===== src/rtl/clock_div_multi.sv =====
// Multi-channel programmable clock divider running on clock32.
// Each channel toggles clk_out after eff half-period edges; new ratios take effect at a 1->0 toggle.
module clock_div_multi #(
    parameter int                      NUM_CH    = 3,
    parameter int                      DIV_W     = 8,
    parameter logic [NUM_CH*DIV_W-1:0] RESET_DIV = {8'd8, 8'd4, 8'd2}
) (
    input  logic                    clock32,
    input  logic                    reset_L,
    input  logic                    enable,
    input  logic [NUM_CH*DIV_W-1:0] div_cfg,
    input  logic                    cfg_load,
    input  logic                    align,
    output logic [NUM_CH-1:0]       clk_out,
    output logic [NUM_CH-1:0]       tick,
    output logic [NUM_CH-1:0]       cfg_pending
);

    localparam logic [DIV_W-1:0] ONE_C = {{(DIV_W-1){1'b0}}, 1'b1};

    logic [DIV_W-1:0]  cnt_q    [NUM_CH];
    logic [DIV_W-1:0]  cnt_d    [NUM_CH];
    logic [DIV_W-1:0]  hp_q     [NUM_CH];
    logic [DIV_W-1:0]  hp_d     [NUM_CH];
    logic [DIV_W-1:0]  shadow_q [NUM_CH];
    logic [DIV_W-1:0]  shadow_d [NUM_CH];
    logic [NUM_CH-1:0] clk_out_q;
    logic [NUM_CH-1:0] clk_out_d;
    logic [NUM_CH-1:0] tick_q;
    logic [NUM_CH-1:0] tick_d;
    logic [NUM_CH-1:0] pend_q;
    logic [NUM_CH-1:0] pend_d;

    // A programmed half-period of zero behaves as one, i.e. divide-by-2.
    function automatic logic [DIV_W-1:0] eff_of(input logic [DIV_W-1:0] hp);
        logic [DIV_W-1:0] eff;
        if (hp == {DIV_W{1'b0}}) begin
            eff = ONE_C;
        end else begin
            eff = hp;
        end
        return eff;
    endfunction

    // Per-channel next-state: align, counting/toggling, ratio hand-over and shadow capture.
    always_comb begin
        cnt_d     = cnt_q;
        hp_d      = hp_q;
        shadow_d  = shadow_q;
        clk_out_d = clk_out_q;
        tick_d    = {NUM_CH{1'b0}};
        pend_d    = pend_q;
        for (int i = 0; i < NUM_CH; i++) begin
            if (align) begin
                cnt_d[i]     = {DIV_W{1'b0}};
                clk_out_d[i] = 1'b0;
                if (cfg_load) begin
                    hp_d[i]     = div_cfg[i*DIV_W +: DIV_W];
                    shadow_d[i] = div_cfg[i*DIV_W +: DIV_W];
                    pend_d[i]   = 1'b0;
                end else if (pend_q[i]) begin
                    hp_d[i]   = shadow_q[i];
                    pend_d[i] = 1'b0;
                end else begin
                    hp_d[i] = hp_q[i];
                end
            end else begin
                if (enable) begin
                    if (cnt_q[i] == eff_of(hp_q[i]) - ONE_C) begin
                        cnt_d[i]     = {DIV_W{1'b0}};
                        clk_out_d[i] = ~clk_out_q[i];
                        if (!clk_out_q[i]) begin
                            tick_d[i] = 1'b1;
                        end else if (pend_q[i]) begin
                            // Swap ratio only at the falling edge so the new low phase is whole.
                            hp_d[i]   = shadow_q[i];
                            pend_d[i] = 1'b0;
                        end else begin
                            hp_d[i] = hp_q[i];
                        end
                    end else begin
                        cnt_d[i] = cnt_q[i] + ONE_C;
                    end
                end else begin
                    cnt_d[i] = cnt_q[i];
                end
                // A fresh load always leaves the channel pending, even on a hand-over edge.
                if (cfg_load) begin
                    shadow_d[i] = div_cfg[i*DIV_W +: DIV_W];
                    pend_d[i]   = 1'b1;
                end else begin
                    shadow_d[i] = shadow_q[i];
                end
            end
        end
    end

    // State registers with asynchronous active-low reset to the power-on ratios.
    always_ff @(posedge clock32 or negedge reset_L) begin
        if (!reset_L) begin
            for (int i = 0; i < NUM_CH; i++) begin
                cnt_q[i]    <= {DIV_W{1'b0}};
                hp_q[i]     <= RESET_DIV[i*DIV_W +: DIV_W];
                shadow_q[i] <= RESET_DIV[i*DIV_W +: DIV_W];
            end
            clk_out_q <= {NUM_CH{1'b0}};
            tick_q    <= {NUM_CH{1'b0}};
            pend_q    <= {NUM_CH{1'b0}};
        end else begin
            cnt_q     <= cnt_d;
            hp_q      <= hp_d;
            shadow_q  <= shadow_d;
            clk_out_q <= clk_out_d;
            tick_q    <= tick_d;
            pend_q    <= pend_d;
        end
    end

    assign clk_out     = clk_out_q;
    assign tick        = tick_q;
    assign cfg_pending = pend_q;

endmodule


===== config.mk =====
export PLATFORM = sky130hd
export DESIGN_NAME = clock_div_multi
export DESIGN_NICKNAME = d
export VERILOG_FILES = /design/src/rtl/clock_div_multi.sv
export SDC_FILE = /design/constraint.sdc
export NUM_CORES = 1
export LEC_CHECK = 0
export CORE_AREA = 10 10 137 139
export DETAILED_ROUTE_END_ITERATION = 10
export DIE_AREA = 0 0 147 149
export PLACE_DENSITY_LB_ADDON = 0.12
export SYNTH_ARGS = -nofsm -noshare
export SYNTH_HDL_FRONTEND = slang
export SYNTH_SLANG_ARGS = --single-unit

===== constraint.sdc =====
create_clock -name clock32 -period 10.9 [get_ports clock32]
set_input_delay 1.09 -clock clock32 [delete_from_list [all_inputs] [get_ports clock32]]
set_output_delay 1.09 -clock clock32 [all_outputs]
set_load 0.05 [all_outputs]

==> impl_summary.log, run 1 <==
INFO  metric run_status = completed
INFO  metric drtAntennaViolNets = 0
INFO  metric r2r_endpoint = hp_q[13]$_DFFE_PN0P_
INFO  metric floorplan.initialDensity = 0.2925
INFO  metric die_width = 147 µm
INFO  metric clock_tree.htree_level_count = 3
INFO  metric place.gp.congestion = 0.8244
INFO  metric clock-sinks = 81
INFO  metric vias = 3627
INFO  metric first_global_vias = 3631
INFO  metric final.setup_skew = 0.005863 ns
INFO  metric routedWlPerCell = 16.49 µm
INFO  metric finalInstanceArea = 5544 µm²
INFO  metric drt_iter0_drc = 300
INFO  metric worst-path-buf-inv = 0
INFO  metric timing.hold.worst.class = reg2reg
INFO  metric num_rows = 47
INFO  metric syn_area = 4730 µm²
INFO  metric finalSetupViolations = 0
INFO  metric min_path_cells = 1
INFO  metric cpLargestDelayFamily = compound AO/OA/AOI/OAI gates
INFO  metric rr_worst_depth = 10
INFO  metric syn-instance-count = 465
INFO  metric sequential_cell_area = 2034 µm²
INFO  metric grt_antenna_before_repair = 0
INFO  metric grt_pass1_wl = 19720 µm
INFO  metric criticalPathCategory = reg2reg
INFO  metric multi_input_area = 2516 µm²
INFO  metric postSynthNetCount = 500
INFO  metric worstPathArrival = 4.06 ns
INFO  metric cts-resized-gates = 0
INFO  metric layout.core_utilization = 0.3428
INFO  metric unrepaired_setup_endpoints_after_global_routing = false
INFO  metric wirelength = 11790 µm
INFO  metric fp.dieH = 149 µm
INFO  metric area_growth = 17.22%
INFO  metric floorplan.core_area = 16170 µm²
INFO  metric detail_route.drc_violations = 0
INFO  metric design.die.area = 21900 µm²
INFO  metric io_buffer_count = 37
INFO  metric final_min_period_over_clock_period = 0.3515
INFO  metric period_needed = 3.832 ns
INFO  metric count_of_maximum_capacitance_violations = 0
INFO  metric synth-seq-cells = 81
INFO  metric tritoncts = built
INFO  metric largest_net_degree_at_the_start_of_global_routing = 51
INFO  metric leakage = 0.002102 µW
INFO  metric post_synth.cell_area_avg = 10.17 µm²
INFO  metric slew_violations = 0
INFO  metric io-pin-count = 38
INFO  metric critPathSlowestCell = sky130_fd_sc_hd__or4_4
INFO  metric insertedDiodeCount = 0
INFO  metric maximum_count_of_clock_buffers_along_a_single_path = 2
INFO  metric clock-root-buffer = sky130_fd_sc_hd__clkbuf_16
INFO  metric yosysUniqueCellTypes = 63
INFO  metric setup_total_negative_slack = 0 ns
INFO  metric critical_path.cell_chain = or4_4 -> nor4_1 -> nor2_1 -> ha_1 -> nor3b_1 -> xnor2_1 -> a2111oi_1 -> o2111ai_2 -> o31ai_4 -> mux2_2
INFO  metric synth_top_flop_cell = sky130_fd_sc_hd__dfrtp_1
INFO  metric cts.reportedPaths.clkPinSlew = 0.06 ns
INFO  metric reg2reg_slack = 7.07 ns
INFO  metric filler_cell_count = 1635
INFO  metric cts_made_buffers = 9
INFO  metric cts_hold_repair.buffers = 0
INFO  metric max_stage_delay = 0.58 ns
INFO  metric worstHoldStart = shadow_q[7]$_DFFE_PN0P_
INFO  metric critical_path.startpoint = hp_q[11]$_DFFE_PN0P_
INFO  metric final_nets = 525
INFO  metric placedInstanceArea = 5276 µm²
INFO  metric timing.final.hold_violations = 0
INFO  metric cellPowerDensity = 150.2 nW/µm²
INFO  metric synth_edf_count = 0
INFO  metric postSynth.asyncResetShare = 1.000
INFO  metric postCtsSetupBuffers = 0
INFO  metric start_kind = register
INFO  metric crit_end = hp_q[13]$_DFFE_PN0P_
INFO  metric vdd.ir_drop.worst = 0.07703 mV
INFO  metric max_slew.worst_pin.slew = 0.7259 ns
INFO  metric layout_cell_share_with_drive_strength_beyond_1 = 0.1535
INFO  metric crit_path_max_fanout = 9
INFO  metric detail_route.first_pass.iterations = 4
INFO  metric overflow = 0
INFO  metric max_freq = 261.0 MHz
INFO  metric fraction_of_the_yosys_area_taken_by_sequential_cells = 0.4302
INFO  metric cp.depth = 10
INFO  metric rel_slew_slack = 0.5097
INFO  metric r2r_start = hp_q[11]$_DFFE_PN0P_
INFO  metric clock_network_latency_to_the_later_pin_of_the_worst_skew_pair = 0.34 ns
INFO  metric post_drt_via_cell_ratio = 5.073
INFO  metric detailed_place_hpwl = 8001 µm
INFO  metric required = 11.13 ns
INFO  metric critical_path.endpoint_type = register
INFO  metric ys_warn_count = 0
INFO  metric globalRouteTotalUtil = 0.1107
per-layer routing:
| layer | routed length (µm) | GRT usage | share of wire | vias to the layer above |
|---|---|---|---|---|
| met2 | 5322 | 0.1735 | 0.45 | 55 |
| li1 | - | - | - | 1762 |
| met5 | 0 | 0 | 0 | - |
| met1 | 5877 | 0.1435 | 0.50 | 1796 |
| met3 | 372 | 0.02336 | 0.032 | 14 |
| met4 | 219 | 0.05104 | 0.019 | 0 |
cell usage in the layout (no fill, tap or decap), types with 10 or more instances in the layout:
master	count
sky130_fd_sc_hd__clkdlybuf4s50_1	36
sky130_fd_sc_hd__dfrtp_1	75
sky130_fd_sc_hd__nand3_1	10
sky130_fd_sc_hd__inv_1	12
sky130_fd_sc_hd__xnor2_1	24
sky130_fd_sc_hd__nor2_1	38
sky130_fd_sc_hd__a211oi_1	10
sky130_fd_sc_hd__mux2_2	40
sky130_fd_sc_hd__xor2_1	12
sky130_fd_sc_hd__nor3_1	11
sky130_fd_sc_hd__nand2_1	26
sky130_fd_sc_hd__a21oi_1	27
sky130_fd_sc_hd__o21ai_0	11
sky130_fd_sc_hd__mux2i_1	17
sequential cells by signal, summed over array words and instances (netlist names):
| register | flops |
|---|---|
| cfg_pending | 3 |
| clk_out | 3 |
| hp_q | 24 |
| tick | 3 |
| shadow_q | 24 |
| cnt_q | 24 |
report_power, final:
| group | switching, µW | total [µW] | leakage (µW) | internal, µW |
|---|---|---|---|---|
| logic | 79.9 | 168 | 0.000976 | 88.3 |
| registers | 47.0 | 382 | 0.000996 | 335 |
| clock network | 123 | 283 | 0.000130 | 160 |
Yosys cell counts, drive strengths merged, types with 3 or more instances:
master | number | share of area
a211oi | 10 | 0.016
a21oi | 27 | 0.029
a31oi | 4 | 0.0066
and2 | 5 | 0.0066
and3 | 6 | 0.0079
buf | 5 | 0.0058
clkbuf | 23 | 0.022
dfrtp | 75 | 0.40
dfstp | 6 | 0.033
ha | 6 | 0.016
inv | 12 | 0.0095
mux2 | 41 | 0.098
mux2i | 17 | 0.036
nand2 | 26 | 0.021
nand2b | 9 | 0.012
nand3 | 10 | 0.011
nand4 | 4 | 0.0053
nor2 | 38 | 0.030
nor2b | 6 | 0.0079
nor3 | 11 | 0.012
nor3b | 5 | 0.0090
nor4 | 7 | 0.0093
o2111ai | 3 | 0.0069
o211ai | 7 | 0.011
o21ai | 11 | 0.012
o22a | 8 | 0.015
o22ai | 5 | 0.0066
o32a | 8 | 0.017
o32ai | 3 | 0.0056
or4 | 3 | 0.0056
xnor2 | 24 | 0.044
xor2 | 12 | 0.022
through the flow:
stage	cells	worst slack (ns)	hold slack, ns	total power (µW)
finish	715	7.068	0.5092	832.9
global route	715	6.790	0.5292	882.3
CTS	715	7.028	0.5110	845.5
detailed placement	699	7.047	0.4970	556.5
global placement	699	7.109	0.4906	552.9
floorplan	465	7.450	0.4805	502.2
worst min-delay path by stage:
| stage | endpoint | slack, ns |
|---|---|---|
| after global placement | shadow_q[0]$_DFFE_PN0P_ | 0.49 |
| after CTS | shadow_q[6]$_DFFE_PN0P_ | 0.51 |
| after detailed placement | shadow_q[6]$_DFFE_PN0P_ | 0.50 |
| final | shadow_q[7]$_DFFE_PN0P_ | 0.51 |
| after global routing | shadow_q[13]$_DFFE_PN0P_ | 0.53 |
| after floorplan | shadow_q[11]$_DFFE_PN0P_ | 0.48 |
area by class of cell:
type / instances / area share
flip-flops and latches: 81 / 0.3670
inverters: 12 / 0.008125
clock buffers: 13 / 0.04514
repair buffers: 42 / 0.07312
clock inverters: 3 / 0.003160
multi-input cells: 344 / 0.4538
well taps: 220 / 0.04965
cell families (layout without fill, tap and decap cells):
logic type / count (synthesis) / after routing / synth area share
AND/OR/NAND/NOR: 140 / 140 / 0.1542
AO/OA/AOI/OAI: 104 / 104 / 0.1609
flip-flops: 81 / 81 / 0.4302
multiplexers: 58 / 58 / 0.1344
buffers and inverters: 40 / 70 / 0.03783
XOR/XNOR: 36 / 36 / 0.06667
adder cells (fa/ha/maj): 6 / 6 / 0.01587
Note: power is estimated with default switching activity, not from simulation.
==> run 2, diff against run 1 <==
==> constraint.sdc (replaced) <==
create_clock -name clock32 -period 3.8 [get_ports clock32]
set_input_delay 0.38 -clock clock32 [delete_from_list [all_inputs] [get_ports clock32]]
set_output_delay 0.38 -clock clock32 [all_outputs]
set_load 0.05 [all_outputs]
==> run 2 against run 1 <==
First-iteration DRC count fell by 32%. Critical path depth increased by 1. Cell count grew 0.56%. Global-route usage increased by 0.17 points. Maximum frequency up 9.7%. Die area unchanged. Worst setup slack worse by 6.8 ns. Core utilization rose by 0.80 points. Count of clock-buffer cells in the layout decreased by 2. Sequential cell count unchanged. Cell area grew 2.3%. Critical endpoint is now clk_out[1]$_DFFE_PN0P_.
==> impl_summary.log, run 2 (synthesis results as in run 1) <==
INFO  metric unrepaired_setup_endpoints_after_global_routing = false
INFO  metric finalSetupViolations = 0
INFO  metric cts_made_buffers = 9
INFO  metric leakage = 0.002165 µW
INFO  metric design.die.area = 21900 µm²
INFO  metric drt_iter0_drc = 204
INFO  metric cpLargestDelayFamily = simple AND/OR/NAND/NOR gates
INFO  metric floorplan.core_area = 16170 µm²
INFO  metric num_rows = 47
INFO  metric critPathSlowestCell = sky130_fd_sc_hd__or4_4
INFO  metric final_cell_mix = sky130_fd_sc_hd__dfrtp_1, sky130_fd_sc_hd__mux2_2, sky130_fd_sc_hd__nor2_1
INFO  metric r2r_start = hp_q[11]$_DFFE_PN0P_
INFO  metric worstPathArrival = 3.72 ns
INFO  metric critical_path.startpoint = hp_q[11]$_DFFE_PN0P_
INFO  metric grt_antenna_before_repair = 0
INFO  metric rel_slew_slack = 0.4779
INFO  metric fp.dieH = 149 µm
INFO  metric critical_path.endpoint_type = register
INFO  metric globalRouteTotalUtil = 0.1124
INFO  metric setup_total_negative_slack = 0 ns
INFO  metric cts.reportedPaths.clkPinSlew = 0.06 ns
INFO  metric clock-root-buffer = sky130_fd_sc_hd__clkbuf_16
INFO  metric io_buffer_count = 37
INFO  metric routedWlPerCell = 16.69 µm
INFO  metric max_freq = 286.2 MHz
INFO  metric drtAntennaViolNets = 0
INFO  metric detail_route.drc_violations = 0
INFO  metric rr_worst_depth = 11
INFO  metric layout_cell_share_with_drive_strength_beyond_1 = 0.1643
INFO  metric required = 4.02 ns
INFO  metric detail_route.first_pass.iterations = 4
INFO  metric largest_net_degree_at_the_start_of_global_routing = 56
INFO  metric criticalPathCategory = reg2reg
INFO  metric clock-sinks = 81
INFO  metric place.detailed.instances = 701
INFO  metric max_stage_delay = 0.59 ns
INFO  metric r2r_endpoint = clk_out[1]$_DFFE_PN0P_
INFO  metric final_min_period_over_clock_period = 0.9194
INFO  metric insertedDiodeCount = 0
INFO  metric cellPowerDensity = 465.8 nW/µm²
INFO  metric critical_path.cell_chain = or4_4 -> nor4_2 -> nor2_1 -> ha_1 -> nor3b_1 -> xnor2_1 -> a2111oi_1 -> o2111ai_2 -> buf_4 -> nor3b_2 -> mux2_2
INFO  metric detailed_place_hpwl = 8312 µm
INFO  metric run_status = completed
INFO  metric grt_pass1_wl = 19980 µm
INFO  metric overflow = 0
INFO  metric area_growth = 19.97%
INFO  metric timing.final.hold_violations = 0
INFO  metric placedInstanceArea = 5291 µm²
INFO  metric start_kind = register
INFO  metric layout.core_utilization = 0.3509
INFO  metric reg_top3 = cnt_q (24), hp_q (24), shadow_q (24)
INFO  metric slew_violations = 0
INFO  metric final_nets = 529
INFO  metric first_global_vias = 3721
INFO  metric worst-path-buf-inv = 1
INFO  metric floorplan.initialDensity = 0.2925
INFO  metric mostFrequentLayoutCell = sky130_fd_sc_hd__dfrtp_1
INFO  metric count_of_maximum_capacitance_violations = 0
INFO  metric clock_tree.htree_level_count = 3
INFO  metric place.gp.congestion = 0.8282
INFO  metric final-instance-count-excl-fill = 719
INFO  metric final.setup_skew = 0.004272 ns
INFO  metric wirelength = 12000 µm
INFO  metric vdd.ir_drop.worst = 0.2210 mV
INFO  metric crit_path_max_fanout = 8
INFO  metric vias = 3656
INFO  metric die_width = 147 µm
INFO  metric reg2reg_slack = 0.31 ns
INFO  metric post_drt_via_cell_ratio = 5.085
INFO  metric period_needed = 3.494 ns
INFO  metric max_slew.worst_pin.slew = 0.7730 ns
INFO  metric cp.depth = 11
INFO  metric crit_end = clk_out[1]$_DFFE_PN0P_
INFO  metric tritoncts = built
INFO  metric finalInstanceArea = 5674 µm²
INFO  metric clock_network_latency_to_the_later_pin_of_the_worst_skew_pair = 0.34 ns
INFO  metric cts_hold_repair.buffers = 0
INFO  metric timing.hold.worst.class = in2async
INFO  metric maximum_count_of_clock_buffers_along_a_single_path = 2
INFO  metric io-pin-count = 38
==> run 2: cell count changes in the layout (fill, tap and decap cells not counted), sizes merged <==
cell / delta
clkinvlp: -1
clkinv: -1
buf: +4
clkbuf: -2
bufinv: +4
==> run 2: how the worst min path moves through the flow <==
stage,end,slack (ns)
6_report,hp_q[20]$_DFFE_PN0P_,0.1
5_1_grt,hp_q[20]$_DFFE_PN0P_,0.15
4_1_cts,shadow_q[20]$_DFFE_PN0P_,0.12
3_5_place_dp,cnt_q[23]$_DFFE_PN0P_,0.49
3_3_place_gp,cnt_q[23]$_DFFE_PN0P_,0.49
2_1_floorplan,cfg_pending[0]$_DFFE_PN0P_,0.08
==> run 2: power breakdown <==
part           leakage [µW]  internal, µW  switching (µW)  total (µW)
Sequential         0.000996           960             137        1100
Clock              0.000174           710             347        1060
Combinational      0.000994           256             233         489
Total               0.00216          1930             716        2640
==> run 2: area by class of cell <==
cell class	count	area, µm²
Clock inverter	5	128.9
Clock buffer	11	232.7
Timing Repair Buffer	46	435.4
Tap cell	220	275.3
Multi-Input combinational cell	344	2522
Sequential cell	81	2034
Inverter	12	45.04
Fill cell	1646	10500
==> run 2: metal layers <==
layer / vias to the layer above / track usage / routed length [µm]
met4: 0 / 0.04609 / 182
met3: 11 / 0.02154 / 354
met1: 1817 / 0.1545 / 6023
met2: 53 / 0.1696 / 5443
li1: 1775 / - / -
met5: - / 0 / 0
==> run 2: per-stage QoR <==
step | hold WS, ns | total power [µW] | setup slack, ns
detailed placement | 0.4897 | 1602 | 0.1380
CTS | 0.1188 | 2685 | 0.09053
floorplan | 0.08441 | 1441 | 0.3504
global route | 0.1536 | 2800 | 0.05127
finish | 0.09757 | 2643 | 0.3062
global placement | 0.4903 | 1590 | 0.2056
==> run 2: what timing repair did <==
item,in CTS,in global routing
setup buffers,0,2
endpoints found under the setup margin,0,8
resized for setup,0,1
==> run 3, diff against run 2 <==
--- a/config.mk
+++ b/config.mk
@@ -5,9 +5,10 @@
 export SDC_FILE = /design/constraint.sdc
 export NUM_CORES = 1
 export LEC_CHECK = 0
-export CORE_AREA = 10 10 137 139
+export CORE_AREA = 2 2 110 112
 export DETAILED_ROUTE_END_ITERATION = 10
-export DIE_AREA = 0 0 147 149
+export DIE_AREA = 0 0 112 114
+export GPL_ROUTABILITY_DRIVEN = 0
 export PLACE_DENSITY_LB_ADDON = 0.12
 export SYNTH_ARGS = -nofsm -noshare
 export SYNTH_HDL_FRONTEND = slang
==> run 3 against run 2 <==
Sequential cell count is the same. Sequential power barely moved. Global-route usage rose by 6.3 points. Cell area shrank 2.2%. Critical endpoint unchanged.
==> impl_summary.log, run 3 (synthesis results as in run 1) <==
INFO  metric run_status = completed
INFO  metric setup_total_negative_slack = 0 ns
INFO  metric cts.reportedPaths.clkPinSlew = 0.06 ns
INFO  metric reg_top3 = cnt_q (24), hp_q (24), shadow_q (24)
INFO  metric drt_iter0_drc = 167
INFO  metric area_growth = 17.33%
INFO  metric floorplan.core_area = 11710 µm²
INFO  metric final_cell_mix = sky130_fd_sc_hd__dfrtp_1, sky130_fd_sc_hd__mux2_2, sky130_fd_sc_hd__nor2_1
INFO  metric io_buffer_count = 37
INFO  metric detailed_place_hpwl = 7083 µm
INFO  metric final_min_period_over_clock_period = 0.9035
INFO  metric worst_hold_slack = 0.2171 ns
INFO  metric multi_input_area = 2527 µm²
INFO  metric filler_cell_count = 1120
INFO  metric start_kind = register
INFO  metric r2r_endpoint = clk_out[1]$_DFFE_PN0P_
INFO  metric worstPathArrival = 3.67 ns
INFO  metric post_drt_via_cell_ratio = 5.693
INFO  metric criticalPathCategory = reg2reg
INFO  metric critical_path.endpoint_type = register
INFO  metric count_of_maximum_capacitance_violations = 0
INFO  metric rr_worst_depth = 11
INFO  metric routed_wl_met2 = 5165 µm
INFO  metric rel_slew_slack = 0.2976
INFO  metric mostFrequentLayoutCell = sky130_fd_sc_hd__dfrtp_1
INFO  metric slew_violations = 0
INFO  metric required = 4.03 ns
INFO  metric design.die.area = 12770 µm²
INFO  metric layout_cell_share_with_drive_strength_beyond_1 = 0.1683
INFO  metric max_freq = 291.3 MHz
INFO  metric crit_path_max_fanout = 8
INFO  metric r2r_start = hp_q[12]$_DFFE_PN0P_
INFO  metric detailroute.wirelength.met3 = 402 µm
INFO  metric period_needed = 3.433 ns
INFO  metric num_rows = 40
INFO  metric final.setup_skew = 0.005519 ns
INFO  metric cts_hold_repair.buffers = 0
INFO  metric vias = 3678
INFO  metric drtAntennaViolNets = 0
INFO  metric vdd.ir_drop.worst = 0.3687 mV
INFO  metric timing.final.hold_violations = 0
INFO  metric first_global_vias = 3534
INFO  metric timing.hold.worst.class = in2async
INFO  metric clock-sinks = 81
INFO  metric detail_route.first_pass.iterations = 4
INFO  metric wirelength = 10650 µm
INFO  metric grt_pass1_wl = 17980 µm
INFO  metric post_layout_worst_setup_margin = 0.3667 ns
INFO  metric insertedDiodeCount = 0
INFO  metric clock_tree.htree_level_count = 3
INFO  metric io-pin-count = 38
INFO  metric clock-root-buffer = sky130_fd_sc_hd__clkbuf_16
INFO  metric detail_route.drc_violations = 0
INFO  metric overflow = 0
INFO  metric leakage = 0.002143 µW
INFO  metric highest-signal-layer = met4
INFO  metric finalSetupViolations = 0
INFO  metric die_width = 112 µm
INFO  metric unrepaired_setup_endpoints_after_global_routing = false
INFO  metric place_ws = 0.04973 ns
INFO  metric cellPowerDensity = 456.0 nW/µm²
INFO  metric cts_made_buffers = 9
INFO  metric final-instance-count-excl-fill = 646
INFO  metric sequential_cell_area = 2034 µm²
INFO  metric largest_net_degree_at_the_start_of_global_routing = 82
INFO  metric floorplan.initialDensity = 0.4038
INFO  metric routedWlPerCell = 16.48 µm
INFO  metric maximum_count_of_clock_buffers_along_a_single_path = 2
INFO  metric grt_antenna_before_repair = 0
INFO  metric clock_network_latency_to_the_later_pin_of_the_worst_skew_pair = 0.35 ns
INFO  metric globalRouteTotalUtil = 0.1754
INFO  metric final_nets = 529
INFO  metric place.detailed.instances = 627
INFO  metric met1_routed_length = 4931 µm
INFO  metric reg2reg_slack = 0.37 ns
INFO  metric tritoncts = built
INFO  metric fp.dieH = 114 µm
INFO  metric max_slew.worst_pin.slew = 1.054 ns
run 3: cell count changes in the layout (fill, tap and decap cells not counted), sizes merged:
cell	delta
bufinv	-2
clkinvlp	+2
run 3: stage by stage:
step / util / area, µm² / power [µW]
finish: 0.4738 / 5549 / 2531
global route: 0.4738 / 5549 / 2669
CTS: 0.4709 / 5515 / 2562
detailed placement: 0.4434 / 5192 / 1599
global placement: 0.4434 / 5192 / 1584
floorplan: - / 4730 / 1441
run 3: how the worst max path moves through the flow:
stage / depth (start not counted) / to / from / slack, ns
after global routing: 11 / clk_out[1]$_DFFE_PN0P_ / hp_q[12]$_DFFE_PN0P_ / 0.10
after detailed placement: 10 / hp_q[11]$_DFFE_PN0P_ / hp_q[12]$_DFFE_PN0P_ / 0.05
after global placement: 10 / hp_q[12]$_DFFE_PN0P_ / hp_q[12]$_DFFE_PN0P_ / 0.27
after CTS: 10 / hp_q[12]$_DFFE_PN0P_ / hp_q[12]$_DFFE_PN0P_ / 0.03
final: 11 / clk_out[1]$_DFFE_PN0P_ / hp_q[12]$_DFFE_PN0P_ / 0.37
after floorplan: 10 / hp_q[11]$_DFFE_PN0P_ / hp_q[11]$_DFFE_PN0P_ / 0.35
run 3: cell type report:
class,instances,share of cell area
Clock inverter,5,0.01443
Tap cell,147,0.03315
Timing Repair Buffer,46,0.07847
Inverter,12,0.008117
Sequential cell,81,0.3666
Multi-Input combinational cell,344,0.4555
Clock buffer,11,0.04374
run 3: power breakdown:
| group | switching [µW] | internal [µW] | total [µW] | leakage (µW) |
|---|---|---|---|---|
| registers | 134 | 961 | 1090 | 0.000996 |
| clock network | 348 | 592 | 940 | 0.000152 |
| logic | 236 | 259 | 496 | 0.000995 |
| total | 719 | 1810 | 2530 | 0.00214 |
run 3: what timing repair did:
item | in CTS | in global routing
buffers inserted | 0 | 3
endpoints found under the setup margin | 0 | 9
resized for setup | 0 | 2
run 3: worst max-delay path, cell delays in order (launching register included):
cell,delay (ns)
sky130_fd_sc_hd__dfrtp_1,0.43
sky130_fd_sc_hd__or4_4,0.56
sky130_fd_sc_hd__nor4_2,0.20
sky130_fd_sc_hd__nor2_1,0.10
sky130_fd_sc_hd__ha_1,0.25
sky130_fd_sc_hd__nor3b_1,0.16
sky130_fd_sc_hd__xnor2_1,0.14
sky130_fd_sc_hd__a2111oi_2,0.41
sky130_fd_sc_hd__o2111ai_2,0.23
sky130_fd_sc_hd__buf_4,0.21
sky130_fd_sc_hd__nor3b_2,0.26
sky130_fd_sc_hd__mux2_2,0.37
run 3: per-layer routing:
layer | vias up | GRT usage
met5 | - | 0
li1 | 1779 | -
met2 | 69 | 0.2885
met3 | 11 | 0.05367
met1 | 1819 | 0.2271
met4 | 0 | 0.04634
